[config.mk]
export PLATFORM = sky130hd
export DESIGN_NAME = ami_req_in_queue_flat
export DESIGN_NICKNAME = d
export VERILOG_FILES = /design/src/rtl/ami_req_in_queue_pkg.sv /design/src/rtl/ami_req_in_queue_if.sv /design/src/rtl/ami_req_in_queue_fifo_mem.sv /design/src/rtl/ami_req_in_queue.sv /design/src/flat_wrapper.sv
export SDC_FILE = /design/constraint.sdc
export NUM_CORES = 2
export LEC_CHECK = 0
export ABC_AREA = 1
export BUFFER_PORTS_ARGS = -buffer_cell sky130_fd_sc_hd__buf_4
export CORE_UTILIZATION = 30
export DETAILED_ROUTE_END_ITERATION = 6
export PLACE_DENSITY_LB_ADDON = 0.12
export SYNTH_ARGS = -nofsm -noshare
export SYNTH_HDL_FRONTEND = slang
export SYNTH_HIERARCHICAL = 1
export SYNTH_SLANG_ARGS = --single-unit
[constraint.sdc]
create_clock -name clk -period 54.9 [get_ports clk]
set_clock_uncertainty 0.15 [all_clocks]
set_input_delay 8.235 -clock clk [delete_from_list [all_inputs] [get_ports clk]]
set_output_delay 8.235 -clock clk [all_outputs]
set_load 0.005 [all_outputs]
[src/rtl/ami_req_in_queue_pkg.sv]
// AMI request-bus layout shared by the request input queue and its consumers.
package ami_pkg;

    localparam int AMI_ADDR_WIDTH        = 64;
    localparam int AMI_DATA_WIDTH        = 576;
    localparam int AMI_REQ_SIZE_WIDTH    = 6;
    localparam int AMI_REQUEST_BUS_WIDTH = 648;

    localparam int AMI_REQ_VALID_BIT = 0;
    localparam int AMI_REQ_WR_BIT    = 1;
    localparam int AMI_REQ_ADDR_LO   = 2;
    localparam int AMI_REQ_ADDR_HI   = 65;
    localparam int AMI_REQ_DATA_LO   = 66;
    localparam int AMI_REQ_DATA_HI   = 641;
    localparam int AMI_REQ_SIZE_LO   = 642;
    localparam int AMI_REQ_SIZE_HI   = 647;

    // Packed MSB-first, so the member order mirrors the bit ranges above.
    typedef struct packed {
        logic [AMI_REQ_SIZE_WIDTH-1:0] size;
        logic [AMI_DATA_WIDTH-1:0]     data;
        logic [AMI_ADDR_WIDTH-1:0]     addr;
        logic                          is_write;
        logic                          valid;
    } ami_req_t;

    // 8-byte sector within a 64-byte block.
    function automatic logic [2:0] ami_sector(input logic [AMI_ADDR_WIDTH-1:0] addr);
        return addr[5:3];
    endfunction

endpackage

[src/rtl/ami_req_in_queue_if.sv]
// Producer/consumer view of the request input queue.
interface ami_req_in_queue_if
    import ami_pkg::*;
#(
    parameter int DEPTH = 4
) ();
    localparam int CW = $clog2(DEPTH) + 1;

    logic [AMI_REQUEST_BUS_WIDTH-1:0] req_in;
    logic                             req_in_grant;
    logic [AMI_REQUEST_BUS_WIDTH-1:0] req_out;
    logic                             req_out_deq;
    logic [AMI_ADDR_WIDTH-1:0]        req_out_addr;
    logic [2:0]                       req_out_sector;
    logic                             req_out_wr;
    logic [CW-1:0]                    count;
    logic                             empty;
    logic                             full;
    logic                             almost_full;
    logic                             err_underflow;

    modport master (
        output req_in, req_out_deq,
        input  req_in_grant, req_out, req_out_addr, req_out_sector, req_out_wr,
               count, empty, full, almost_full, err_underflow
    );

    modport slave (
        input  req_in, req_out_deq,
        output req_in_grant, req_out, req_out_addr, req_out_sector, req_out_wr,
               count, empty, full, almost_full, err_underflow
    );
endinterface

[src/rtl/ami_req_in_queue_fifo_mem.sv]
// Queue storage: one write port, asynchronous read; contents survive reset.
module ami_fifo_mem
    import ami_pkg::*;
#(
    parameter int DEPTH = 4,
    parameter int WIDTH = AMI_REQUEST_BUS_WIDTH
) (
    input  logic                     clk,
    input  logic                     i_we,
    input  logic [$clog2(DEPTH)-1:0] i_waddr,
    input  logic [WIDTH-1:0]         i_wdata,
    input  logic [$clog2(DEPTH)-1:0] i_raddr,
    output logic [WIDTH-1:0]         o_rdata
);
    logic [WIDTH-1:0] r_mem [DEPTH];

    always_ff @(posedge clk) begin
        if (i_we) r_mem[i_waddr] <= i_wdata;
    end

    assign o_rdata = r_mem[i_raddr];
endmodule

[src/rtl/ami_req_in_queue.sv]
// First-word-fall-through request queue between the AMI request bus and the block buffer.
module ami_req_in_queue
    import ami_pkg::*;
#(
    parameter int DEPTH     = 4,
    parameter int AF_THRESH = 3
) (
    input  logic               clk,
    input  logic               rst_n,
    ami_req_in_queue_if.slave  q
);
    localparam int AW = $clog2(DEPTH);
    localparam logic [AW:0] PTR_ONE  = (AW+1)'(1);
    localparam logic [AW:0] FULL_CNT = (AW+1)'(DEPTH);
    localparam logic [AW:0] AF_CNT   = (AW+1)'(AF_THRESH);

    // Pointers carry an extra wrap bit so wr - rd is the occupancy, 0..DEPTH.
    logic [AW:0] r_wr_ptr, r_rd_ptr;
    logic [AW:0] w_wr_nxt, w_rd_nxt, w_count_nxt;
    logic        r_empty, r_full, r_af, r_underflow;
    logic        w_enq, w_deq;
    ami_req_t    w_head;

    // No grant while reset is held, so nothing is accepted into a queue being cleared.
    assign w_enq = q.req_in[AMI_REQ_VALID_BIT] & ~r_full & rst_n;
    assign w_deq = q.req_out_deq & ~r_empty;

    assign w_wr_nxt    = w_enq ? r_wr_ptr + PTR_ONE : r_wr_ptr;
    assign w_rd_nxt    = w_deq ? r_rd_ptr + PTR_ONE : r_rd_ptr;
    assign w_count_nxt = w_wr_nxt - w_rd_nxt;

    always_ff @(posedge clk or negedge rst_n) begin
        if (!rst_n) begin
            r_wr_ptr    <= '0;
            r_rd_ptr    <= '0;
            r_empty     <= 1'b1;
            r_full      <= 1'b0;
            r_af        <= 1'b0;
            r_underflow <= 1'b0;
        end else begin
            r_wr_ptr <= w_wr_nxt;
            r_rd_ptr <= w_rd_nxt;
            r_empty  <= (w_count_nxt == '0);
            r_full   <= (w_count_nxt == FULL_CNT);
            r_af     <= (w_count_nxt >= AF_CNT);
            if (q.req_out_deq && r_empty) r_underflow <= 1'b1;
        end
    end

    ami_fifo_mem #(
        .DEPTH (DEPTH),
        .WIDTH (AMI_REQUEST_BUS_WIDTH)
    ) u_mem (
        .clk     (clk),
        .i_we    (w_enq),
        .i_waddr (r_wr_ptr[AW-1:0]),
        .i_wdata (q.req_in),
        .i_raddr (r_rd_ptr[AW-1:0]),
        .o_rdata (w_head)
    );

    assign q.req_in_grant   = w_enq;
    assign q.req_out        = {w_head[AMI_REQUEST_BUS_WIDTH-1:1], w_head.valid & ~r_empty};
    assign q.req_out_addr   = w_head.addr;
    assign q.req_out_sector = ami_sector(w_head.addr);
    assign q.req_out_wr     = w_head.is_write & ~r_empty;
    assign q.count          = r_wr_ptr - r_rd_ptr;
    assign q.empty          = r_empty;
    assign q.full           = r_full;
    assign q.almost_full    = r_af;
    assign q.err_underflow  = r_underflow;
endmodule

[src/flat_wrapper.sv]
// flat-port wrapper written by rule: the top's interface ports become plain ports
module ami_req_in_queue_flat import ami_pkg::*;
#(
    parameter int DEPTH     = 4,
    parameter int AF_THRESH = 3
)
  (clk, rst_n, q_req_in, q_req_out_deq, q_req_in_grant, q_req_out, q_req_out_addr, q_req_out_sector, q_req_out_wr, q_count, q_empty, q_full, q_almost_full, q_err_underflow);
  ami_req_in_queue_if #(.DEPTH(DEPTH)) q_i ();
  input  logic clk;
  input  logic rst_n;
  input wire logic [$bits(q_i.req_in)-1:0] q_req_in;
  input wire logic [$bits(q_i.req_out_deq)-1:0] q_req_out_deq;
  output wire logic [$bits(q_i.req_in_grant)-1:0] q_req_in_grant;
  output wire logic [$bits(q_i.req_out)-1:0] q_req_out;
  output wire logic [$bits(q_i.req_out_addr)-1:0] q_req_out_addr;
  output wire logic [$bits(q_i.req_out_sector)-1:0] q_req_out_sector;
  output wire logic [$bits(q_i.req_out_wr)-1:0] q_req_out_wr;
  output wire logic [$bits(q_i.count)-1:0] q_count;
  output wire logic [$bits(q_i.empty)-1:0] q_empty;
  output wire logic [$bits(q_i.full)-1:0] q_full;
  output wire logic [$bits(q_i.almost_full)-1:0] q_almost_full;
  output wire logic [$bits(q_i.err_underflow)-1:0] q_err_underflow;
  assign q_i.req_in = q_req_in;
  assign q_i.req_out_deq = q_req_out_deq;
  assign q_req_in_grant = q_i.req_in_grant;
  assign q_req_out = q_i.req_out;
  assign q_req_out_addr = q_i.req_out_addr;
  assign q_req_out_sector = q_i.req_out_sector;
  assign q_req_out_wr = q_i.req_out_wr;
  assign q_count = q_i.count;
  assign q_empty = q_i.empty;
  assign q_full = q_i.full;
  assign q_almost_full = q_i.almost_full;
  assign q_err_underflow = q_i.err_underflow;
  ami_req_in_queue #(.DEPTH(DEPTH), .AF_THRESH(AF_THRESH)) u_core (.clk(clk), .rst_n(rst_n), .q(q_i));
endmodule
==> metrics.yaml <==
finish:
  fillCellCount: 35448
  fin_nets: 12247
  drive_gt1_share_pct: 16.1
  area_delta_synth_final_pct: 22.5
  final_area_mm2: 0.134
  fin_util_pct: 36.9
  fin_cells: 16679
pwr:
  p_per_area_mw_per_mm2: 52.0
  peakVddDrop_uv: 41.9
  p_leak_nw: 60.6
  power_mw: 6.97
grt:
  grt_pass1_vias: 68180
  grt_max_degree: 177
  grt.overflow.total: 0
  antenna_found_initial: 134
  grt_usage_pct: 18.2
  grt_pass1_wl_um: 487000
detailed_routing:
  viasPerCell: 4.27
  drtAntennaViolNets: 0
  vias: 71209
  drt-total-wl_um: 346000
  drc: 0
  wl_per_cell_um: 20.7
  drt-initial-drc-count: 4150
  first_pass_iters: 6
timing:
  setup_viol: 0
  fmax_mhz: 58.0
  rsz0062_at_grt: "no"
  tns_ns: 0
  fin_ws_ns: 37.66
  slew_violations: 0
  relSlewSlack_pct: 22.4
  period_needed_ns: 17.24
  worst_pin_slew_ns: 1.16
  finalHoldViolCount: 0
  whs_ns: 0.344
  fin_crit_sh_pct: 31.4
synth:
  synth_top_area_share_pct: 71.1
  synth_edf_count: 2592
  netlist_top_cells_count: "nand2_1 (3257), inv_1 (2609), edfxtp_1 (2592)"
  avgSynthCellArea_um2: 10.6
  synth_area_leader_cell: "edfxtp_1"
  synth-main-ff-cell: "edfxtp_1"
  yosysMostFrequentCell: "nand2_1"
  synth-warning-count: 6
  synth.yosys.seq_area_share_pct: 71.4
  synth_nets: 10958
  syn_inst: 10301
  syn_area_mm2: 0.109
  synth_area_leaders: "edfxtp_1 (71%), nand2_1 (11%), inv_1 (8.9%)"
  async_reset_ff_share_pct: 0.384
  synth_cell_types: 27
  ys_ff_latch: 2602
worst_setup_path:
  cp.arrival_ns: 8.86
  critPathLaunchType: "input pin"
  critPathRequiredTime_ns: 46.52
  crit_path_end_kind: "output port"
  critical_path_class: "input pin to output port"
  cp_max_fo: 11
floorplanning:
  coreArea_mm2: 0.363
  ios: 1375
  fp.dieH_um: 606
  dieArea_mm2: 0.367
  initial_utilization_pct: 30.2
  fp-row-count: 221
  die_x_um: 606
placement:
  dpl.cell_count: 16070
  placed_area_mm2: 0.124
  portBuffers: 1374
  dp_slack_ns: 37.66
  dp_hpwl_um: 222000
  gp_congestion: 0.774
clock_network:
  clkLatencyLatePin_ns: 0.89
  root_buffer: "clkbuf_16"
  post-cts-setup-buffers: 0
  cts_resized: 0
  ctsHoldBuffers: 0
  cts_buffer_depth: 4
  cts_buffers: 312
  clk_pin_slew_ns: 0.05
  cts_max_level: 5
  cts.sinks: 2602
  cts_tree: "built"
outcome:
  status: "finished clean"
worst_hold_path:
  hold_path.class: "register to register"
run:
  maxCapViolCount: 0
==> worst paths after layout <==
path	slack, ns	endpoint	depth (start not counted)	startpoint
min in group asynchronous	7.02	u_core/r_wr_ptr[2]$_DFF_PN0_	1	rst_n
setup / recovery	37.66	q_req_in_grant	4	rst_n
setup reg to reg	49.70	u_core/u_mem/r_mem[0][491]$_DFFE_PP_	8	u_core/q.full$_DFF_PN0_
hold reg to reg	0.34	u_core/q.err_underflow$_DFFE_PN0P_	1	u_core/q.err_underflow$_DFFE_PN0P_
max in group asynchronous	47.35	u_core/q.empty$_DFF_PN1_	1	rst_n
hold / removal	0.34	u_core/q.err_underflow$_DFFE_PN0P_	1	u_core/q.err_underflow$_DFFE_PN0P_
==> cells in the final DEF, fill, tap and decap left out, types with 2 or more instances in the layout <==
| cell type | n |
|---|---|
| nand2_1 | 3257 |
| dfrtp_1 | 7 |
| clkinv_4 | 5 |
| clkinv_16 | 2 |
| nand3_2 | 3 |
| nor3_2 | 4 |
| xor2_1 | 2 |
| edfxtp_1 | 2592 |
| clkinvlp_4 | 3 |
| nor2_1 | 2 |
| nand2_2 | 6 |
| buf_4 | 1463 |
| inv_6 | 7 |
| inv_2 | 4 |
| inv_1 | 2609 |
| nand3_1 | 1298 |
| inv_16 | 2 |
| buf_12 | 9 |
| xnor2_1 | 2 |
| inv_8 | 2 |
| bufinv_16 | 21 |
| clkinv_8 | 7 |
| clkinv_2 | 41 |
| dfrtp_4 | 2 |
| ha_1 | 4 |
| diode_2 | 51 |
| clkinv_1 | 77 |
| clkbuf_8 | 2 |
| clkbuf_16 | 321 |
| fa_1 | 2 |
| clkbuf_1 | 70 |
==> state kept, by name (all words and copies together) (netlist names) <==
register and count:
u_core/q.err_underflow 1, u_core/q.almost_full 1, u_core/r_wr_ptr 3, u_core/q.full 1
u_core/q.empty 1, u_core/r_rd_ptr 3, u_core/u_mem/r_mem 2592
==> worst max-delay path, cell delays in order <==
cell	delay, ns
buf_4	0.18
nand2_1	0.13
nor2_4	0.17
buf_4	0.14
==> logic make-up after synthesis <==
group	share of synthesized area (%)
AND/OR/NAND/NOR	17.2
buffers and inverters	11.3
flip-flops	71.4
adder cells (fa/ha/maj)	0.0823
XOR/XNOR	0.0320
AO/OA/AOI/OAI	0.0206
==> final cells by class <==
cell class / instances / area [um2] / area share, %
diodes: 51 / 128 / 0.0952
clock buffers: 393 / 8320 / 6.21
clock inverters: 165 / 1470 / 1.09
inverters: 2615 / 9830 / 7.34
multi-input cells: 4587 / 19000 / 14.2
flip-flops and latches: 2602 / 78100 / 58.3
well taps: 4794 / 6000 / 4.48
repair buffers: 1472 / 11200 / 8.33
==> per-layer routing <==
layer  vias to the layer above  global-route usage, %  share of wire, %
met4                        68                   8.48               4.6
met1                     34012                   20.4                38
met2                      1736                   31.5                50
li1                      34752                      -                 -
met3                       641                   5.75               7.8
met5                         -                      0              0.12
==> report_power, final <==
part           internal (mW)  switching (mW)
Combinational          0.868            1.67
Sequential              2.39          0.0556
Clock                   1.17           0.813
Total                   4.43            2.54
(Power assumes the default switching activity.)
